<file path="config.mk">
export PLATFORM = sky130hd
export DESIGN_NAME = ibex_ahb_arbiter
export DESIGN_NICKNAME = d
export VERILOG_FILES = /design/src/rtl/ibex_ahb_pkg.sv /design/src/rtl/ibex_ahb_be2size.sv /design/src/rtl/ibex_ahb_arbiter.sv
export SDC_FILE = /design/constraint.sdc
export NUM_CORES = 1
export LEC_CHECK = 0
export ABC_AREA = 1
export BUFFER_PORTS_ARGS = -buffer_cell sky130_fd_sc_hd__clkbuf_2
export CAP_MARGIN = 15
export CORE_AREA = 3 3 109 111
export CTS_CLUSTER_SIZE = 28
export DETAILED_ROUTE_END_ITERATION = 10
export DIE_AREA = 0 0 112 114
export HOLD_SLACK_MARGIN = 0.02
export PLACE_DENSITY_LB_ADDON = 0.08
export SETUP_SLACK_MARGIN = 0.4
export SKIP_LAST_GASP = 1
export SLEW_MARGIN = 15
export SYNTH_ARGS = -nofsm -noshare
export SYNTH_HDL_FRONTEND = slang
export SYNTH_HIERARCHICAL = 1
export SYNTH_SLANG_ARGS = --single-unit
</file>
<file path="constraint.sdc">
create_clock -name HCLK -period 3.6 [get_ports HCLK]
set_input_delay 0 -clock HCLK [delete_from_list [all_inputs] [get_ports HCLK]]
set_output_delay 0 -clock HCLK [all_outputs]
set_load 0.01 [all_outputs]
</file>
<file path="src/rtl/ibex_ahb_pkg.sv">
// Shared AHB-Lite encodings and the address/data-phase owner type for the
// ibex instruction/data bus arbiter.
package ibex_ahb_pkg;

  localparam logic [1:0] HTRANS_IDLE   = 2'b00;
  localparam logic [1:0] HTRANS_NONSEQ = 2'b10;

  localparam logic [2:0] HSIZE_BYTE = 3'b000;
  localparam logic [2:0] HSIZE_HALF = 3'b001;
  localparam logic [2:0] HSIZE_WORD = 3'b010;

  localparam logic [3:0] HPROT_INSTR = 4'b0010;
  localparam logic [3:0] HPROT_DATA  = 4'b0011;

  typedef enum logic {
    OWN_INSTR = 1'b0,
    OWN_DATA  = 1'b1
  } owner_e;

endpackage

</file>
<file path="src/rtl/ibex_ahb_be2size.sv">
// Maps ibex data byte enables onto an AHB transfer size and the low address
// bits. Any pattern that is not a naturally aligned byte, half or word is
// flagged illegal and never reaches the bus.
module ibex_ahb_be2size
  import ibex_ahb_pkg::*;
(
  input  logic [3:0] data_be,
  output logic [2:0] hsize,
  output logic [1:0] addr_off,
  output logic       illegal
);

  // Pure decode of the byte-enable pattern
  always_comb begin
    hsize    = HSIZE_WORD;
    addr_off = 2'd0;
    illegal  = 1'b0;
    case (data_be)
      4'b0001: begin hsize = HSIZE_BYTE; addr_off = 2'd0; end
      4'b0010: begin hsize = HSIZE_BYTE; addr_off = 2'd1; end
      4'b0100: begin hsize = HSIZE_BYTE; addr_off = 2'd2; end
      4'b1000: begin hsize = HSIZE_BYTE; addr_off = 2'd3; end
      4'b0011: begin hsize = HSIZE_HALF; addr_off = 2'd0; end
      4'b1100: begin hsize = HSIZE_HALF; addr_off = 2'd2; end
      4'b1111: begin hsize = HSIZE_WORD; addr_off = 2'd0; end
      default: illegal = 1'b1;
    endcase
  end

endmodule

</file>
<file path="src/rtl/ibex_ahb_arbiter.sv">
// Shares one AHB-Lite master port between the ibex instruction and data
// ports. Address phase is driven combinationally by the arbitration winner;
// the data phase is tracked in registers so the next address phase can
// overlap it.
//
//   state          | meaning
//   ---------------+------------------------------------------------------
//   aph_lock       | winner saw HREADY=0; owner held until its grant
//   dph_valid      | a bus transfer is in its data phase for dph_owner
//   ill_pend       | illegal-BE data request granted; error response due
//   run_cnt        | data grants in a row while a fetch has been waiting
module ibex_ahb_arbiter
  import ibex_ahb_pkg::*;
#(
  parameter int unsigned MAX_DATA_RUN = 4
) (
  input  logic        HCLK,
  input  logic        HRESET,

  input  logic        instr_req_i,
  input  logic [31:0] instr_addr_i,
  output logic        instr_gnt_o,
  output logic        instr_rvalid_o,
  output logic        instr_err_o,
  output logic [31:0] instr_rdata_o,

  input  logic        data_req_i,
  input  logic        data_we_i,
  input  logic [3:0]  data_be_i,
  input  logic [31:0] data_addr_i,
  input  logic [31:0] data_wdata_i,
  output logic        data_gnt_o,
  output logic        data_rvalid_o,
  output logic        data_err_o,
  output logic [31:0] data_rdata_o,

  output logic [31:0] HADDR,
  output logic [1:0]  HTRANS,
  output logic [2:0]  HSIZE,
  output logic        HWRITE,
  output logic [3:0]  HPROT,
  output logic [31:0] HWDATA,
  input  logic [31:0] HRDATA,
  input  logic        HREADY,
  input  logic        HRESP
);

  localparam int CW = $clog2(MAX_DATA_RUN + 1);

  logic          aph_lock;
  owner_e        aph_owner;
  logic          dph_valid;
  owner_e        dph_owner;
  logic          ill_pend;
  logic [CW-1:0] run_cnt;

  logic [2:0] be_hsize;
  logic [1:0] be_off;
  logic       be_illegal;
  logic       run_max, err_first;
  logic       instr_sel, data_sel, data_bus;
  logic       dph_done, data_resp, ill_resp;
  logic       unused_addr_lsb;

  ibex_ahb_be2size u_be2size (
    .data_be  (data_be_i),
    .hsize    (be_hsize),
    .addr_off (be_off),
    .illegal  (be_illegal)
  );

  // Word address comes from the core; the byte offset is rebuilt from BE
  assign unused_addr_lsb = ^data_addr_i[1:0];

  assign run_max   = (run_cnt == CW'(MAX_DATA_RUN));
  assign err_first = HRESP & ~HREADY;

  // Pick the address-phase owner: a locked owner keeps the slot, otherwise
  // data wins unless the fetch has been starved for a full run
  always_comb begin
    instr_sel = 1'b0;
    data_sel  = 1'b0;
    if (!HRESET && !err_first) begin
      if (aph_lock) begin
        if (aph_owner == OWN_DATA) data_sel  = data_req_i;
        else                       instr_sel = instr_req_i;
      end else if (data_req_i && !(run_max && instr_req_i)) begin
        data_sel = 1'b1;
      end else if (instr_req_i) begin
        instr_sel = 1'b1;
      end
    end
  end

  assign instr_gnt_o = instr_sel & HREADY;
  assign data_gnt_o  = data_sel & HREADY;
  assign data_bus    = data_sel & ~be_illegal;

  // Drive the address phase for the winner; illegal BE never reaches the bus
  always_comb begin
    HTRANS = HTRANS_IDLE;
    HADDR  = 32'd0;
    HSIZE  = HSIZE_BYTE;
    HWRITE = 1'b0;
    HPROT  = HPROT_INSTR;
    if (instr_sel) begin
      HTRANS = HTRANS_NONSEQ;
      HADDR  = instr_addr_i;
      HSIZE  = HSIZE_WORD;
    end else if (data_bus) begin
      HTRANS = HTRANS_NONSEQ;
      HADDR  = {data_addr_i[31:2], be_off};
      HSIZE  = be_hsize;
      HWRITE = data_we_i;
      HPROT  = HPROT_DATA;
    end
  end

  assign dph_done  = dph_valid & HREADY & ~HRESET;
  assign data_resp = dph_done & (dph_owner == OWN_DATA);
  assign ill_resp  = ill_pend & ~HRESET;

  assign instr_rvalid_o = dph_done & (dph_owner == OWN_INSTR);
  assign instr_err_o    = instr_rvalid_o & HRESP;
  assign instr_rdata_o  = HRDATA;
  assign data_rvalid_o  = data_resp | ill_resp;
  assign data_err_o     = (data_resp & HRESP) | ill_resp;
  assign data_rdata_o   = HRDATA;

  // Hold the address-phase owner across wait states; an error cancels it
  always_ff @(posedge HCLK) begin
    if (HRESET) begin
      aph_lock  <= 1'b0;
      aph_owner <= OWN_INSTR;
    end else if (err_first || instr_gnt_o || data_gnt_o) begin
      aph_lock  <= 1'b0;
    end else if (instr_sel || data_sel) begin
      aph_lock  <= 1'b1;
      aph_owner <= data_sel ? OWN_DATA : OWN_INSTR;
    end
  end

  // Track the data phase and capture store data at grant
  always_ff @(posedge HCLK) begin
    if (HRESET) begin
      dph_valid <= 1'b0;
      dph_owner <= OWN_INSTR;
      HWDATA    <= 32'd0;
      ill_pend  <= 1'b0;
    end else begin
      if (instr_gnt_o || (data_gnt_o && !be_illegal)) begin
        dph_valid <= 1'b1;
        dph_owner <= instr_gnt_o ? OWN_INSTR : OWN_DATA;
      end else if (HREADY) begin
        dph_valid <= 1'b0;
      end
      if (data_gnt_o && !be_illegal && data_we_i) HWDATA <= data_wdata_i;
      ill_pend <= data_gnt_o & be_illegal;
    end
  end

  // Count data grants that overtake a waiting fetch, saturating at the limit
  always_ff @(posedge HCLK) begin
    if (HRESET || !instr_req_i || instr_gnt_o) begin
      run_cnt <= '0;
    end else if (data_gnt_o && !run_max) begin
      run_cnt <= run_cnt + 1'b1;
    end
  end

endmodule

</file>
# [Word-level counts from Yosys, hierarchy flattened]
# Index checks and enable logic that the tools add are counted.
[op_classes] addsub=1 n_eq_ne=8 muxes=26 bitwise_logic=18 reduce_logical=24
[ops] operator="two-way mux 32 bit" count=2
[ops] operator="two-way mux 1 bit" count=18
[ops] operator="AND 1 bit" count=12
[ops] operator="equality test 4 bit (second input constant)" count=3
[ops] operator="equality test 4 x 2 -> 1 bit (second input constant)" count=2
[ops] operator="OR reduction 7 bit" count=1
[ops] operator="logical AND 1 bit" count=6
[ops] operator="logical OR 1 bit" count=6
[ops] operator="two-way mux 3 bit" count=2
[ops] operator="case mux 2 bit (3 select lines)" count=1
[ops] operator="OR reduction 2 bit" count=3
[ops] operator="logical NOT 1 bit" count=5
[ops] operator="equality test 4 x 1 -> 1 bit (second input constant)" count=1
[ops] operator="equality test 4 x 3 -> 1 bit (second input constant)" count=1
[ops] operator="two-way mux 2 bit" count=2
[ops] operator="NOT 1 bit" count=4
[ops] operator="case mux 2 bit (2 select lines)" count=1
[ops] operator="OR reduction 4 bit" count=1
[ops] operator="adder 3 x 1 -> 3 bit (second input constant)" count=1
[ops] operator="equality test 3 bit (second input constant)" count=1
[ops] operator="OR 1 bit" count=2
[ops] operator="AND reduction 2 bit" count=1
[ops] operator="nonzero test 2 bit" count=1
[totals] ff_bits=40 in_bits=139

# [Logic depth before layout (Yosys ltp)]
[logic_depth] depth_word=12 depth_mapped=12 ltp_nobuf=11

# [Cells and area by module]
# The synthesis kept the hierarchy.
[by_module_without_submodules] mod="ibex_ahb_arbiter" n_inst=1 cells_per_inst=329 area_per_inst_um2=2466.1 seq_area_each_um2=800.8
[by_module_without_submodules] mod="ibex_ahb_be2size" n_inst=1 cells_per_inst=24 area_per_inst_um2=116.4 seq_area_each_um2=0.0

# [Worst setup path before layout]
# OpenSTA, ideal clock, no wires.
[synth_path] kind="register to register" from="reg run_cnt[0]" to="reg HWDATA[12]" arrival_ps=1482 t_required_ps=3484 slack_ps=2002 path_stages_with_launch=12 path_buffers=1 period_less_slack_ps=1598 cell_sequence="dfxtp_1 > inv_1 > ha_1 > nand3_1 > nand2_1 > nand2_1 > nand2_2 > nor2_8 > nand3_4 > clkbuf_2 > o21ai_0 > nor2_1"
[synth_between] elab_chain_cells=10
[synth_rtl] element="start: declaration" line="ibex_ahb_arbiter.sv:55" rtl="logic [CW-1:0] run_cnt;"
[synth_rtl] element="start signal: assignment" line="ibex_ahb_arbiter.sv:167" rtl="run_cnt <= run_cnt + 1'b1;"
[synth_rtl] element="equality test 3 bit" line="ibex_ahb_arbiter.sv:75" rtl="assign run_max = (run_cnt == CW'(MAX_DATA_RUN));"
[synth_rtl] element="logical AND 1 bit" line="ibex_ahb_arbiter.sv:87" rtl="end else if (data_req_i && !(run_max && instr_req_i)) begin"
[synth_rtl] element="logical NOT 1 bit" line="ibex_ahb_arbiter.sv:87"
[synth_rtl] element="logical AND 1 bit" line="ibex_ahb_arbiter.sv:87"
[synth_rtl] element="two-way mux 1 bit" line="ibex_ahb_arbiter.sv:87"
[synth_rtl] element="two-way mux 1 bit" line="ibex_ahb_arbiter.sv:84" rtl="if (aph_lock) begin"
[synth_rtl] element="two-way mux 1 bit" line="ibex_ahb_arbiter.sv:83" rtl="if (!HRESET && !err_first) begin"
[synth_rtl] element="AND 1 bit" line="ibex_ahb_arbiter.sv:96" rtl="assign data_gnt_o = data_sel & HREADY;"
[synth_rtl] element="logical AND 1 bit (2 in series)" line="ibex_ahb_arbiter.sv:157" rtl="if (data_gnt_o && !be_illegal && data_we_i) HWDATA <= data_wdata_i;"
[synth_rtl] element="end signal: assignment" line="ibex_ahb_arbiter.sv:157"
[synth_rtl] element="end: declaration" line="ibex_ahb_arbiter.sv:42" rtl="output logic [31:0] HWDATA,"
# No other way between the ends.
# A chain may end at the register's enable or synchronous reset.

# [Final worst setup path]
[layout_path] from="in HRESET" to="reg HWDATA[29]"
[layout_between] elab_chain_cells=6
[layout_rtl] element="start: declaration" line="ibex_ahb_arbiter.sv:18" rtl="input logic HRESET,"
[layout_rtl] element="logical NOT 1 bit" line="ibex_ahb_arbiter.sv:83"
[layout_rtl] element="logical AND 1 bit" line="ibex_ahb_arbiter.sv:83"
[layout_rtl] element="two-way mux 1 bit" line="ibex_ahb_arbiter.sv:83"
[layout_rtl] element="AND 1 bit" line="ibex_ahb_arbiter.sv:96"
[layout_rtl] element="logical AND 1 bit (2 in series)" line="ibex_ahb_arbiter.sv:157"
# Parallel ways exist; a longest one is shown, timed or not.

==> metrics <==
status=finished, final reports clean; Crit Path Max Fanout=36; setup TNS=0 ns; Final min period=2.435 ns; Peak VDD IR=142.9 µV; Starting DRT DRC Count=117; CTS tree=built; worst min path class=input pin to flip-flop; area grow syn2layout=48.69%; worst r2r dst=HWDATA[29]; GRT Residual Overflow=0; final design utilization=35.27%; hold depth=3; Psw=0.3267 mW; Setup Skew=0.005916 ns; Top FF cell, synth=dfxtp_1; IO Count=283; vias per cell=4.186; Sw Share=28.93%; post-synthesis register bit count=40; mux contribution to synthesized area=0%; drt pass-1 iters=4; Fin. Hold Viols=0; synthesized instance count=353; RSZ-0062 raised after global routing=false; met2 GRT Util=25.30%; crit-path cells=dlygate4sd3_1, clkbuf_2, inv_2, nand2_1, nor2_2, nand2_2, nor2_8, nand3_4, buf_4, o21ai_0, nor2_1; overall power=1.129 mW; largest family of logic cells by synthesized area=buffers and inverters; final setup fails=0; H-tree Lvls=2; R2R Path Start=run_cnt[0]; CTS Buf Count=5; top cell type's share of synthesized area=31.01%; largest net degree at the start of global routing=37; hold_ws=0.04390 ns; asr flop ratio synth=0%; clk root buf=clkbuf_8; first-pass GRT wire length=14500 µm; worst-skew pair later-pin latency=0.30 ns; clock sink total=40; Ys Warns=6; DR vias=2788; min-delay src=instr_req_i; M3 GR Usage=4.350%; CP Class=input pin to flip-flop; most frequent cell after synthesis=nor2_1; port bufs=179; Slew headroom=65.37%; Die X=112 µm; average cell area after synthesis=7.316 µm²; met1 GRT Util=16.40%; DP HPWL=7091 µm; Max Slew Vio Count=0; maximum clock frequency=410.6 MHz; Reg clk slew, reported paths=0.08 ns; Post-Synth Adder-Cell Area=0.9690%; CP Capture Type=flip-flop; Hold EP=run_cnt[0]; Die Height=114 µm; CP startpoint kind=input pin; layout cells sized above 1=39.24%; final net count=665; most frequent cells after synthesis=nor2_1, buf_4, dfxtp_1, a22o_1, inv_1; Synth area leaders=dfxtp_1, buf_4, a22o_1; clock power share=33.7%; Slowest-stage cell, CP=dlygate4sd3_1; DR DRC count=0; Unique masters post-synth=27; CP Data Required Time=3.79 ns; post-synthesis compound-gate area fraction=19.72%; sequential power share=40.4%; core area=10890 µm²; R2R Setup Slk=1.39 ns; WL/cell=14.27 µm; Static Leakage=1.951 nW; EDFF count, synth=0; CP max stage delay=0.55 ns; RePlAce Congestion=0.8876; XOR/XNOR share of the synthesized area=0%; antenna violations before repair=1; Least-Margin Pin Slew=0.5187 ns; Netlist Area Pre-Place=2582 µm²; Gates resized, CTS repair=0; post-CTS setup buffer count=0; register area share after synthesis=31.01%; global route hottest layer=met2; number of global-route vias before repair=2843; Starting Density=23.72%; Simple-Gate Fraction of Synth Area=20.35%; CTS Buffer Depth=2; GRT Util Overall=14.08%; area of the multi-input gates=1079 µm²; cell taking the most area after synthesis=dfxtp_1; row cnt=38; sequential cell area=800.8 µm²; DIE AREA=12770 µm²; power share of the combinational group=25.9%; internal power=0.8026 mW; drt total wl=9507 µm; Fillers=1180; post-route ant nets=0; Max Cap Viol=0; WP data arrival=2.62 ns; worst reg-to-reg path cell count=11; final period utilization=67.65%; pwr/cell area=294.1 nW/µm²
-- routing by layer --
metal	up-vias	wire (µm)	part of all wire, %
li1	1411	-	-
met1	1227	3658	38
met2	145	4876	51
met3	5	898	9.4
met4	0	74	0.78
met5	-	0	0
-- worst max-delay path, delay by kind of cell --
kind / cells / cell delay [ns]
AOI/OAI and AO/OA: 1 / 0.22
and+or+nand+nor: 6 / 0.98
buffers and inverters: 4 / 1.40
-- power by group through the flow --
stage | sequential, mW | clock (mW) | combinational (mW)
final | 0.456 | 0.381 | 0.292
after global placement | 0.467 | 0 | 0.208
after global routing | 0.458 | 0.413 | 0.324
after detailed placement | 0.467 | 0 | 0.208
after CTS | 0.456 | 0.398 | 0.296
after floorplan | 0.470 | 0 | 0.176
-- final cells by class --
type                       count  share of cell area, %
antenna                        1                0.06517
clock buffer                   5                  1.792
clock inverter                 3                  1.206
inverter                      28                  2.770
multi-input combinational    203                  28.09
sequential                    40                  20.85
tap                          140                  4.562
timing repair buffer         246                  40.66
-- kinds of logic (layout without fill, tap and decap cells) --
group	Yosys count	after routing
DFF	40	40
adders and majority gates	2	2
AOI/OAI and AO/OA	76	76
and+or+nand+nor	120	120
buffers and inverters	112	282
other	3	6
-- worst max-delay path by stage --
stage               slack (ns)  startpoint          to
finish                    1.16      HRESET  HWDATA[29]
floorplan                 2.00  run_cnt[0]  HWDATA[12]
detailed placement        1.36  run_cnt[0]  HWDATA[29]
global placement          1.37      HRESET  HWDATA[26]
global route              0.81      HRESET  HWDATA[29]
CTS                       1.10      HRESET  HWDATA[29]
-- state kept, by name, summed over array words and instances (netlist names) --
| signal | count |
|---|---|
| ill_pend | 1 |
| run_cnt | 3 |
| dph_valid | 1 |
| HWDATA | 32 |
| aph_lock | 1 |
| dph_owner | 1 |
| aph_owner | 1 |
-- timing repair --
item	in CTS	in global routing
hold buffers	65	0
endpoints found under the hold margin	99	0
endpoints found under the setup margin	0	0
-- placed cells by master (no fill, tap or decap), drive strengths merged --
master / n
clkinvlp: 1
nor3: 5
bufinv: 1
dlygate4sd3: 65
o21ai: 35
clkinv: 1
or2: 1
clkbuf: 184
nand4: 1
conb: 5
diode: 1
a22o: 32
nand3: 10
dfxtp: 40
nor2: 79
inv: 28
a21oi: 8
buf: 2
ha: 2
o22ai: 1
nand2: 24
-- metrics by stage --
step | instance area [µm²] | setup WS (ns) | std cells
after floorplan | 2590 | 2.002 | 355
after global placement | 3072 | 1.371 | 592
after detailed placement | 3072 | 1.362 | 592
after CTS | 3837 | 1.103 | 665
after global routing | 3840 | 0.8116 | 666
final | 3840 | 1.165 | 666
Power figures use the tool's default switching activity.
